--- src/rtl/muldiv_seq.sv ---
// Iterative mult/multu/div/divu sequencer that owns the HI/LO registers; also services mthi/mtlo.
// Latency: mult/div write HI/LO 33 edges after accept (done pulses the next cycle); mthi/mtlo write on the accept edge.
// Backpressure: busy stalls the core; start is ignored while busy and must be re-presented.
module muldiv_seq (
  input  logic        clk,
  input  logic        reset_n,
  input  logic        start,
  input  logic [5:0]  funct,
  input  logic [31:0] a,
  input  logic [31:0] b,
  input  logic        flush,
  output logic        busy,
  output logic        done,
  output logic [31:0] hi,
  output logic [31:0] lo
);

  localparam logic [5:0] F_MTHI  = 6'd17;
  localparam logic [5:0] F_MTLO  = 6'd19;
  localparam logic [5:0] F_MULT  = 6'd24;
  localparam logic [5:0] F_MULTU = 6'd25;
  localparam logic [5:0] F_DIV   = 6'd26;
  localparam logic [5:0] F_DIVU  = 6'd27;

  typedef enum logic [1:0] {S_IDLE, S_CALC, S_FIX} state_t;

  state_t      state_q;
  logic [4:0]  cnt_q;
  // acc_q: upper product half (mult) or partial remainder (div).
  // low_q: multiplier being shifted out (mult) or dividend/quotient (div).
  logic [31:0] acc_q, acc_d;
  logic [31:0] low_q, low_d;
  logic [31:0] opb_q;
  logic [31:0] araw_q;
  logic [31:0] hi_q, lo_q;
  logic        is_div_q, neg_res_q, neg_rem_q, div0_q;
  logic        busy_q, done_q;

  logic        is_signed;
  logic [31:0] abs_a, abs_b;
  logic [32:0] mul_sum, div_shift, div_trial;
  logic [63:0] prod, prod_neg;
  logic [31:0] fix_hi, fix_lo;

  // Magnitudes of the incoming operands for signed ops; raw operands otherwise.
  always_comb begin
    is_signed = (funct == F_MULT) || (funct == F_DIV);
    abs_a     = (is_signed && a[31]) ? (~a + 32'd1) : a;
    abs_b     = (is_signed && b[31]) ? (~b + 32'd1) : b;
  end

  // One shift-add or restoring-divide iteration.
  always_comb begin
    mul_sum   = {1'b0, acc_q} + (low_q[0] ? {1'b0, opb_q} : 33'd0);
    div_shift = {acc_q, low_q[31]};
    div_trial = div_shift - {1'b0, opb_q};
    if (is_div_q) begin
      if (!div_trial[32]) begin
        acc_d = div_trial[31:0];
        low_d = {low_q[30:0], 1'b1};
      end else begin
        acc_d = div_shift[31:0];
        low_d = {low_q[30:0], 1'b0};
      end
    end else begin
      acc_d = mul_sum[32:1];
      low_d = {mul_sum[0], low_q[31:1]};
    end
  end

  // Sign correction and divide-by-zero override applied at writeback.
  always_comb begin
    prod     = {acc_q, low_q};
    prod_neg = ~prod + 64'd1;
    fix_hi   = prod[63:32];
    fix_lo   = prod[31:0];
    if (is_div_q) begin
      if (div0_q) begin
        fix_hi = araw_q;
        fix_lo = 32'hFFFF_FFFF;
      end else begin
        fix_lo = neg_res_q ? (~low_q + 32'd1) : low_q;
        fix_hi = neg_rem_q ? (~acc_q + 32'd1) : acc_q;
      end
    end else if (neg_res_q) begin
      fix_hi = prod_neg[63:32];
      fix_lo = prod_neg[31:0];
    end
  end

  // Sequencer FSM with registered busy/done/HI/LO.
  always_ff @(posedge clk or negedge reset_n) begin
    if (!reset_n) begin
      state_q   <= S_IDLE;
      cnt_q     <= 5'd0;
      acc_q     <= 32'd0;
      low_q     <= 32'd0;
      opb_q     <= 32'd0;
      araw_q    <= 32'd0;
      hi_q      <= 32'd0;
      lo_q      <= 32'd0;
      is_div_q  <= 1'b0;
      neg_res_q <= 1'b0;
      neg_rem_q <= 1'b0;
      div0_q    <= 1'b0;
      busy_q    <= 1'b0;
      done_q    <= 1'b0;
    end else begin
      done_q <= 1'b0;
      case (state_q)
        S_IDLE: begin
          if (start && !flush) begin
            case (funct)
              F_MTHI: hi_q <= a;
              F_MTLO: lo_q <= a;
              F_MULT, F_MULTU, F_DIV, F_DIVU: begin
                state_q   <= S_CALC;
                busy_q    <= 1'b1;
                cnt_q     <= 5'd0;
                acc_q     <= 32'd0;
                is_div_q  <= funct[1];
                low_q     <= funct[1] ? abs_a : abs_b;
                opb_q     <= funct[1] ? abs_b : abs_a;
                araw_q    <= a;
                neg_res_q <= is_signed && (a[31] ^ b[31]);
                neg_rem_q <= is_signed && a[31];
                div0_q    <= (b == 32'd0);
              end
              default: ;
            endcase
          end
        end
        S_CALC: begin
          if (flush) begin
            state_q <= S_IDLE;
            busy_q  <= 1'b0;
            cnt_q   <= 5'd0;
          end else begin
            acc_q <= acc_d;
            low_q <= low_d;
            cnt_q <= cnt_q + 5'd1;
            if (cnt_q == 5'd31) state_q <= S_FIX;
          end
        end
        S_FIX: begin
          state_q <= S_IDLE;
          busy_q  <= 1'b0;
          cnt_q   <= 5'd0;
          if (!flush) begin
            hi_q   <= fix_hi;
            lo_q   <= fix_lo;
            done_q <= 1'b1;
          end
        end
        default: begin
          state_q <= S_IDLE;
          busy_q  <= 1'b0;
        end
      endcase
    end
  end

  assign busy = busy_q;
  assign done = done_q;
  assign hi   = hi_q;
  assign lo   = lo_q;

endmodule

--- config.mk ---
export PLATFORM = sky130hd
export DESIGN_NAME = muldiv_seq
export DESIGN_NICKNAME = d
export VERILOG_FILES = /design/src/rtl/muldiv_seq.sv
export SDC_FILE = /design/constraint.sdc
export NUM_CORES = 1
export LEC_CHECK = 0
export ABC_AREA = 1
export CAP_MARGIN = 30
export CORE_MARGIN = 1
export CORE_UTILIZATION = 41
export CTS_BUF_LIST = sky130_fd_sc_hd__clkbuf_4 sky130_fd_sc_hd__clkbuf_8 sky130_fd_sc_hd__clkbuf_16
export CTS_CLUSTER_SIZE = 28
export DETAILED_ROUTE_END_ITERATION = 8
export SKIP_LAST_GASP = 1
export SLEW_MARGIN = 20
export SYNTH_ARGS = -nofsm -noshare
export SYNTH_HDL_FRONTEND = slang
export SYNTH_SLANG_ARGS = --single-unit
--- constraint.sdc ---
create_clock -name clk -period 3.7 [get_ports clk]
set_input_delay 0.555 -clock clk [delete_from_list [all_inputs] [get_ports clk]]
set_output_delay 0.555 -clock clk [all_outputs]
set_load 0.05 [all_outputs]
==> results, run 1 <==
- The total overflow left after global routing is 0.
- The post-layout instance count excluding filler cells is between 4000 and 5000.
- The number of antenna diodes in the final layout is 0.
- VDD sags by at most 0.0004620 V.
- Buffers inserted to repair hold after CTS numbered 0.
- Entering global routing, the biggest net connects slightly above 90 pins.
- Dividing the final minimum period by the clock period gives 0.9559.
- The half-perimeter wire length of the detailed placement result is about 85000 microns.
- Of the total power, the clock network draws 0.197.
- The area growth from synthesis to layout is 15.30%.
- Once the clock tree was built, the setup fixing pass inserted 0 buffers.
- The total count of max-transition violations in the final report came to 0.
- Measured along the x axis, the die boundary spans around 220 microns.
- The measured slew at the worst slew-check pin is 1.056 ns.
- The area share of the largest cell type after synthesis is 0.2517.
- The number of nets in the synthesized netlist is about 3600.
- The sequential group share of total power is 0.236.
- The portion of the post-synthesis area used by sequential elements is 0.2517.
- The floorplan die height is ~220 microns.
- For this design the total switching power over the nets is 7.969 mW.
- The TritonCTS clock tree is done.
- The count of placed standard cells including taps is roughly 4200.
- The flip-flop cell with the highest count after synthesis is sky130_fd_sc_hd__dfrtp_1.
- Of all flip-flops after synthesis, the portion carrying an async set or reset was 1.000.
- In this run the standard cell core region covers just under 50000 sq um.
- The total of warnings raised by yosys is 0.
- The combinational power share is 0.567.
- The proportion of layout cells with a drive suffix above 1 is 0.06759.
- The class of the most critical setup path is flip-flop to flip-flop.
- The TritonCTS buffer count is 27.
- The reg2reg setup slack is around 0.16 ns.
- For this design, the sink count on the clock tree is 205.
- Based on the critical path, the design can be clocked at up to 0.2827 GHz.
- During placement, the flow inserted port buffers numbering about 140.
- The worst setup path is launched from a flip-flop.
- The total negative setup slack is 0 ns.
- The final routed DRC violation total is 1.
- The filler cell count in the final layout is around 5300.
- The number of detailed-routing iterations run before antenna repair is 8.
- The areal power density over the cells is 645.1 nW/um^2.
- After detailed routing, the number of vias per cell comes to 5.862.
- The largest area contributor in the synthesized netlist is sky130_fd_sc_hd__dfrtp_1.
- The detail route stage leaves a number of antenna-violating nets equal to 0.
- The floorplan step defined a die boundary enclosing between 50000 and 60000 sq um.
- The initial utilization of the core area, before any placement, comes to 0.4164.
- The master cell of the clock root buffer is sky130_fd_sc_hd__clkbuf_16.
- The internal power is between 7 and 8 mW.
- Of the total power, the share spent switching nets is 0.5256.
- The number of cells produced by synthesis is 3433.
- Setup violations remaining at the end of the flow were counted as 0.
- At the worst endpoint, the required time is approximately 4.2 ns.
- The number of storage elements in the synthesis netlist is roughly 210.
- Setup repair after global routing left no endpoint under its margin.
- Ranked by instance count, the synthesized netlist is headed by sky130_fd_sc_hd__nand2_1 (911), sky130_fd_sc_hd__nor2_1 (518), sky130_fd_sc_hd__inv_1 (384), sky130_fd_sc_hd__nand3_1 (307), sky130_fd_sc_hd__a21oi_1 (274).
- The most frequent cell after synthesis is sky130_fd_sc_hd__nand2_1.
- The total via count after detailed routing is ~25000.
- The endpoint class of the critical path is a flip-flop.
- The arrival time of data at the critical path endpoint is about 4 ns.
- The synthesized design contains 0 enable-type register cells.
- The final hold slack is -0.006105 ns.
- The max-capacitance violation count is 0.
- The path class of the lowest-slack min-delay path is input port to async pin.
- The via count of the first global-routing pass was between 20000 and 25000.
- Once the clock tree was built, the resizer swapped 0 gates to a different size.
- The initial antenna violation count is 3.
- The total count of hold-check failures in the final report is 10.
- The count of H-tree levels built during CTS is 1.
- Yosys attributes the largest share of cell area to sky130_fd_sc_hd__dfrtp_1 (25%), sky130_fd_sc_hd__nand2_1 (17%), sky130_fd_sc_hd__nor2_1 (9.5%).
- After clock tree synthesis, the clock-pin slew on the worst setup and hold paths is roughly 0.060 ns.
- The synthesized cell area is slightly above 20000 sq um.
- The clock passes through at most 3 buffers.
- The floorplan has 81 rows.
- After detailed routing, the average wire length per cell comes to approximately 25 microns.
- The run finished, with violations left.
- The final reports fail on DRC, hold timing.
- The first global-routing pass estimated 153200 microns of wire.
- Of all nets on the critical path, the largest fanout is 35.
- The all-layer global routing usage is 0.4139.
- A synthesized cell averages a little under 6 sq um.
- The number of placed I/O pins is between 100 and 150.
- Summed over all cells, the static leakage comes to ~12 nW.
- The net count of the finished layout is approximately 3700.
- The final clock skew is ~0.026 ns.
- The routed design could run at a clock period as short as ~3.5 ns.
- The tightest slew margin relative to the limit is 0.2963.
- The insertion delay of the later-clocked pin in the worst-skew pair is roughly 0.6 ns.
- The count of different cell masters after synthesis is 54.
- After the first detailed-routing iteration, the DRC count stood at a little over 3000.
- The routed design has between 100000 and 150000 microns of wire.
- Routability-driven placement finished with a final weighted congestion of between 1 and 1.5.
area by class of cell:
type	instances	area, sq um	share of cell area
Clock buffer	36	755.7	0.03216
Clock inverter	13	219.0	0.009317
Inverter	411	1549	0.06591
Multi-Input combinational cell	2681	13060	0.5557
Sequential cell	205	5132	0.2184
Tap cell	664	830.8	0.03535
Timing Repair Buffer	205	1954	0.08316
cell usage in the layout, fill, tap and decap left out, types with 12 or more instances in the layout:
cell,synthesis,routed
sky130_fd_sc_hd__nand2_1,911,911
sky130_fd_sc_hd__nor2_1,518,517
sky130_fd_sc_hd__inv_1,384,384
sky130_fd_sc_hd__nand3_1,307,307
sky130_fd_sc_hd__a21oi_1,274,274
sky130_fd_sc_hd__o21ai_0,219,219
sky130_fd_sc_hd__dfrtp_1,205,203
sky130_fd_sc_hd__clkdlybuf4s50_1,0,138
sky130_fd_sc_hd__ha_1,70,70
sky130_fd_sc_hd__buf_4,4,61
sky130_fd_sc_hd__xor2_1,56,56
sky130_fd_sc_hd__nand4_1,35,35
sky130_fd_sc_hd__nor3_1,34,34
sky130_fd_sc_hd__nor2_2,34,32
sky130_fd_sc_hd__o21ai_1,30,30
sky130_fd_sc_hd__o211ai_1,27,27
sky130_fd_sc_hd__clkbuf_16,0,27
sky130_fd_sc_hd__inv_2,23,22
sky130_fd_sc_hd__nand3_2,15,15
sky130_fd_sc_hd__nand3b_1,14,14
sky130_fd_sc_hd__o221ai_1,14,14
sky130_fd_sc_hd__nand2_2,13,13
sky130_fd_sc_hd__a22oi_1,12,12
sequential cells by signal, summed over array words and instances, names as in the netlist:
name / flops
state_q: 2
done: 1
hi: 32
is_div_q: 1
low_q: 32
cnt_q: 5
acc_q: 32
div0_q: 1
neg_res_q: 1
opb_q: 32
busy: 1
araw_q: 32
neg_rem_q: 1
lo: 32
layer usage:
metal	track usage	routed length, microns	part of all wire
met1	0.5412	42890	0.40
met5	0	15	0.00014
met3	0.1051	11600	0.11
met4	0.2188	6507	0.061
met2	0.6253	44970	0.42
stage by stage:
stage	power (mW)	setup WS (ns)	area (sq um)	utilization	hold slack [ns]
6_report	15.16	0.1632	23500	0.4801	-0.006105
5_1_grt	15.96	0.03180	23500	0.4801	0.05187
4_1_cts	14.94	0.2340	23500	0.4801	0.05320
3_5_place_dp	11.94	0.2505	22530	0.4602	0.4663
3_3_place_gp	11.92	0.2550	22510	0.4598	0.4578
2_1_floorplan	8.865	1.157	20380	-	0.2594
power groups by stage:
stage / clock network [mW] / logic [mW] / registers [mW]
2_1_floorplan: 0 / 4.92 / 3.94
3_3_place_gp: 0 / 8.34 / 3.57
3_5_place_dp: 0 / 8.37 / 3.58
4_1_cts: 2.99 / 8.41 / 3.55
5_1_grt: 3.06 / 9.29 / 3.61
6_report: 2.98 / 8.60 / 3.58
critical path: stages (launching register included):
cell,delay [ns]
sky130_fd_sc_hd__dfrtp_1,0.43
sky130_fd_sc_hd__inv_1,0.20
sky130_fd_sc_hd__ha_1,0.29
sky130_fd_sc_hd__fa_1,0.45
sky130_fd_sc_hd__inv_1,0.11
sky130_fd_sc_hd__nand3_1,0.07
sky130_fd_sc_hd__nand2_1,0.14
sky130_fd_sc_hd__nand2_1,0.08
sky130_fd_sc_hd__nand2_2,0.12
sky130_fd_sc_hd__nand2_2,0.08
sky130_fd_sc_hd__nand2_4,0.09
sky130_fd_sc_hd__nand2_4,0.09
sky130_fd_sc_hd__nand2_2,0.08
sky130_fd_sc_hd__nand2_2,0.08
sky130_fd_sc_hd__nand2_4,0.43
sky130_fd_sc_hd__nand3_1,0.41
sky130_fd_sc_hd__nand3_1,0.18
sky130_fd_sc_hd__nand2_1,0.07
sky130_fd_sc_hd__nand2_1,0.05
worst paths after layout:
path	start	endpoint	cells after the start
max reg2reg	low_q[31]	acc_q[25]	18
max	low_q[31]	acc_q[25]	18
min in group clk	busy	busy	2
min	reset_n	hi[25]	1
min reg2reg	busy	busy	2
max in group asynchronous	reset_n	acc_q[13]	2
cell families (layout without fill, tap and decap cells):
logic type / Yosys count / after routing / synth area share
AO/OA/AOI/OAI: 631 / 631 / 0.1702
XOR/XNOR: 66 / 66 / 0.02836
adder cells (fa/ha/maj): 72 / 72 / 0.04493
buffers and inverters: 547 / 665 / 0.1085
flip-flops: 205 / 205 / 0.2517
multiplexers: 1 / 1 / 0.0004911
AND/OR/NAND/NOR: 1911 / 1911 / 0.3959
No activity file was read; power rests on OpenSTA's default activity.
==> run 2, diff against run 1 <==
--- a/config.mk
+++ b/config.mk
@@ -5,9 +5,8 @@
 export SDC_FILE = /design/constraint.sdc
 export NUM_CORES = 1
 export LEC_CHECK = 0
-export ABC_AREA = 1
 export CAP_MARGIN = 30
-export CORE_MARGIN = 1
+export CORE_MARGIN = 2
 export CORE_UTILIZATION = 41
 export CTS_BUF_LIST = sky130_fd_sc_hd__clkbuf_4 sky130_fd_sc_hd__clkbuf_8 sky130_fd_sc_hd__clkbuf_16
 export CTS_CLUSTER_SIZE = 28
==> results, run 2 <==
- Ranked by instance count, the synthesized netlist is headed by sky130_fd_sc_hd__nand2_1 (316), sky130_fd_sc_hd__o21ai_0 (214), sky130_fd_sc_hd__dfrtp_1 (205), sky130_fd_sc_hd__a21oi_1 (203), sky130_fd_sc_hd__nor2_1 (200).
- The area growth from synthesis to layout is 22.33%.
- The portion of the post-synthesis area used by sequential elements is 0.3047 (+0.05305).
- The placement row count is 74 (-8.6%).
- The count of placed standard cells including taps is 2883 (-31%).
- The clock sink count is 205 (unchanged).
- The clock-pin slew on the worst setup and hold paths came to 0.06 ns (about the same).
- The part of the cycle the worst path needs came to 0.9640 (+0.008109).
- The die boundary width is 206.6 microns (-8.1%).
- The number of nets in the synthesized netlist came to 2335 (-35%).
- The worst vdd rail ir drop is 0.0003520 V (-24%).
- The count of H-tree levels built during CTS was 1 (unchanged).
- The master cell of the clock root buffer is sky130_fd_sc_hd__clkbuf_16.
- The insertion delay of the later-clocked pin in the worst-skew pair was 0.57 ns (-0.03 ns).
- Setup repair after global routing could not meet its margin everywhere.
- The final clock skew is 0.01636 ns (-0.009552 ns).
- The total congestion overflow after global routing is 0 (unchanged).
- The flip-flop cell with the highest count after synthesis is sky130_fd_sc_hd__dfrtp_1.
- The count of different cell masters after synthesis is 79 (+46%).
- The half-perimeter wire length of the detailed placement result is 50620 microns (-40%).
- The worst path required time came to 4.13 ns (-0.10 ns).
- The worst-path maximum fanout is 20 (-43%).
- The total of hold buffers inserted after clock tree synthesis is 0 (unchanged).
- The met3 routing resource usage after global routing was 0.05212 (-0.05297).
- The initial antenna violation count is 6 (+3).
- The TritonCTS buffer count is 25 (-7.4%).
- The number of storage elements in the synthesis netlist is 205 (unchanged).
- The internal power was 6.464 mW (-10%).
- The TritonCTS clock tree is done.
- met2 is the most crowded layer.
- The port buffer count is 139 (unchanged).
- The average cell area after synthesis is 7.691 sq um (+30%).
- The min-delay analysis places its worst path in the category input port to async pin.
- The proportion of power drawn by the clock network is 0.224 (+0.027).
- The proportion of layout cells with a drive suffix above 1 was 0.1113 (+0.04376).
- The number of nets in the layout is 2526 (-31%).
- Yosys attributes the largest share of cell area to sky130_fd_sc_hd__dfrtp_1 (30%), sky130_fd_sc_hd__nand2_1 (7.0%), sky130_fd_sc_hd__o21ai_0 (6.4%).
- The areal power density over the cells is 555.3 nW/um^2 (-14%).
- The flow ran to the end, and the final reports show no timing, DRC or antenna violations.
- The number of cells produced by synthesis is 2189 (-36%).
- The total negative setup slack is 0 ns (unchanged).
- The post-layout instance count excluding filler cells is 2931 (-30%).
- The remaining number of nets flagged by the antenna check after routing is 0 (unchanged).
- The floorplan die height is 206.6 microns (-8.1%).
- The all-layer global routing usage is 0.3083 (-0.1056).
- The time the final worst path needs with I/O delays and setup came to 3.567 ns (+0.03000 ns).
- The static power due to leakage is 9.190 nW (-20%).
- The wire length of the first global-routing pass was 100700 microns (-34%).
- The total count of hold-check failures in the final report came to 0 (-10).
- The pin count of the biggest net entering global routing is 81 (-12%).
- The global placer's final weighted congestion is 0.9815 (-7.2%).
- The total wire length is 65830 microns (-38%).
- The flip-flop and latch area was 5135 sq um (about the same).
- The number of placed I/O pins is 140 (unchanged).
- The measured slew at the worst slew-check pin is 0.8639 ns (-0.1916 ns).
- The final routed DRC violation total is 0 (-1).
- The switching fraction of total power is 0.4348 (-0.09080).
- The number of buffers between clock root and the deepest sink is 3 (unchanged).
- The sequential group share of total power is 0.271 (+0.035).
- The fraction of synthesis flops using an asynchronous set or reset pin is 1.000 (unchanged).
- The average wire per standard cell is 22.46 microns (-11%).
- The tightest slew margin relative to the limit was 0.4240 (+0.1278).
- The core area is 40650 sq um (-17%).
- In the layout the commonest cells are sky130_fd_sc_hd__nand2_1 (314), sky130_fd_sc_hd__o21ai_0 (211), sky130_fd_sc_hd__dfrtp_1 (203).
- The leading cell type in the layout, fill and taps excluded is sky130_fd_sc_hd__nand2_1.
- The filler cell count in the final layout is 4023 (-24%).
- The number of vias per cell after detailed routing was 5.909 (+0.80%).
- The count of flip-flops with a built-in enable after synthesis is 0 (unchanged).
- The total of warnings raised by yosys is 0 (unchanged).
- The number of detailed-routing iterations run before antenna repair was 7 (-1).
- The final count of negative-setup-slack endpoints was 0 (unchanged).
- The power dissipated by switching net loads came to 4.972 mW (-38%).
- The multi-input combinational cell area is 10950 sq um (-16%).
- STA classifies the critical path endpoint as a flip-flop.
- The maximum operating frequency is 0.2804 GHz (-0.84%).
- The via count of the first global-routing pass is 17034 (-26%).
- STA classifies the critical path startpoint as a flip-flop.
- The DRC marker count from the first detailed-route iteration came to 1578 (-48%).
- The synthesized cell area is 16830 sq um (-17%).
- The area share of the largest cell type after synthesis is 0.3047 (+0.05305).
- The arrival time of data at the critical path endpoint came to 4.00 ns (-0.06 ns).
- The global-route track usage on met1 was 0.4199 (-0.1213).
- The combinational power share is 0.505 (-0.062).
- The die outline area is 42700 sq um (-16%).
- The total count of max-transition violations in the final report is 0 (unchanged).
- The most common cell in the synthesized netlist is sky130_fd_sc_hd__nand2_1.
- The total via count after detailed routing is 17319 (-30%).
- The class of the most critical setup path is flip-flop to flip-flop.
- The global routing usage on met2 is 0.4789 (-0.1465).
- The initial core utilization is 0.4142 (-0.002226).
- The biggest area contributor in the post-synthesis netlist is sky130_fd_sc_hd__dfrtp_1.
- The max-capacitance violation count was 0 (unchanged).
run 2: worst paths after layout:
path / startpoint / to / slack (ns) / depth (start not counted)
max: acc_q[10] / acc_q[8] / 0.13 / 15
min: reset_n / lo[16] / 0.03 / 1
max reg2reg: acc_q[10] / acc_q[8] / 0.13 / 15
min reg2reg: araw_q[31] / araw_q[31] / 0.47 / 2
max in group asynchronous: reset_n / acc_q[19] / 2.82 / 2
min in group clk: araw_q[31] / araw_q[31] / 0.47 / 2
run 2: critical path, cell delays in order (launching register included):
cell                       delay, ns
sky130_fd_sc_hd__dfrtp_1        0.39
sky130_fd_sc_hd__ha_1           0.31
sky130_fd_sc_hd__buf_4          0.16
sky130_fd_sc_hd__nand4_1        0.18
sky130_fd_sc_hd__nor4b_4        0.36
sky130_fd_sc_hd__o21ai_1        0.21
sky130_fd_sc_hd__a211oi_1       0.29
sky130_fd_sc_hd__buf_4          0.16
sky130_fd_sc_hd__o21ai_0        0.10
sky130_fd_sc_hd__and2_1         0.22
sky130_fd_sc_hd__a311oi_4       0.36
sky130_fd_sc_hd__buf_4          0.23
sky130_fd_sc_hd__buf_12         0.16
sky130_fd_sc_hd__nor2_1         0.06
sky130_fd_sc_hd__a21oi_1        0.11
sky130_fd_sc_hd__o221ai_1       0.13
run 2: through the flow:
stage	area, sq um	setup slack [ns]	total power [mW]	util	hold slack, ns
2_1_floorplan	16830	0.2786	6.715	-	0.2594
3_3_place_gp	19690	0.06724	8.688	0.4844	0.4593
3_5_place_dp	19690	-0.03304	8.736	0.4844	0.4572
4_1_cts	20530	0.1037	11.33	0.5050	0.03095
5_1_grt	20590	-0.02428	12.12	0.5066	0.07407
6_report	20590	0.1332	11.44	0.5067	0.02779
run 2: area by class of cell:
type,count,share of cell area
well taps,532,0.03232
repair buffers,311,0.1342
flip-flops and latches,205,0.2493
clock buffers,37,0.03597
diodes,1,0.0001215
multi-input cells,1772,0.5318
inverters,65,0.01185
clock inverters,8,0.004374
run 2: power groups by stage:
stage	clock network [mW]	logic, mW	registers, mW
after floorplan	0	3.49	3.23
after global placement	0	5.57	3.12
after detailed placement	0	5.61	3.13
after CTS	2.59	5.65	3.09
after global routing	2.67	6.29	3.16
final	2.56	5.78	3.10
run 2: cells by family after synthesis:
family | share of synthesized area
compound gates | 0.2537
xor+xnor | 0.09313
fa+ha+maj | 0.05440
buf+inv | 0.04883
flops | 0.3047
mux | 0.04325
simple gates | 0.2019
run 2: what timing repair did:
item	CTS	global route
setup buffers	0	1
pin swaps	0	2
endpoints found under the setup margin	9	28
gates resized for setup	1	12
run 2: layer usage:
| metal | routed length [microns] | up-vias |
|---|---|---|
| met5 | 12 | - |
| met4 | 3380 | 2 |
| met3 | 5026 | 149 |
| met2 | 29200 | 704 |
| met1 | 28210 | 8300 |
| li1 | - | 8164 |
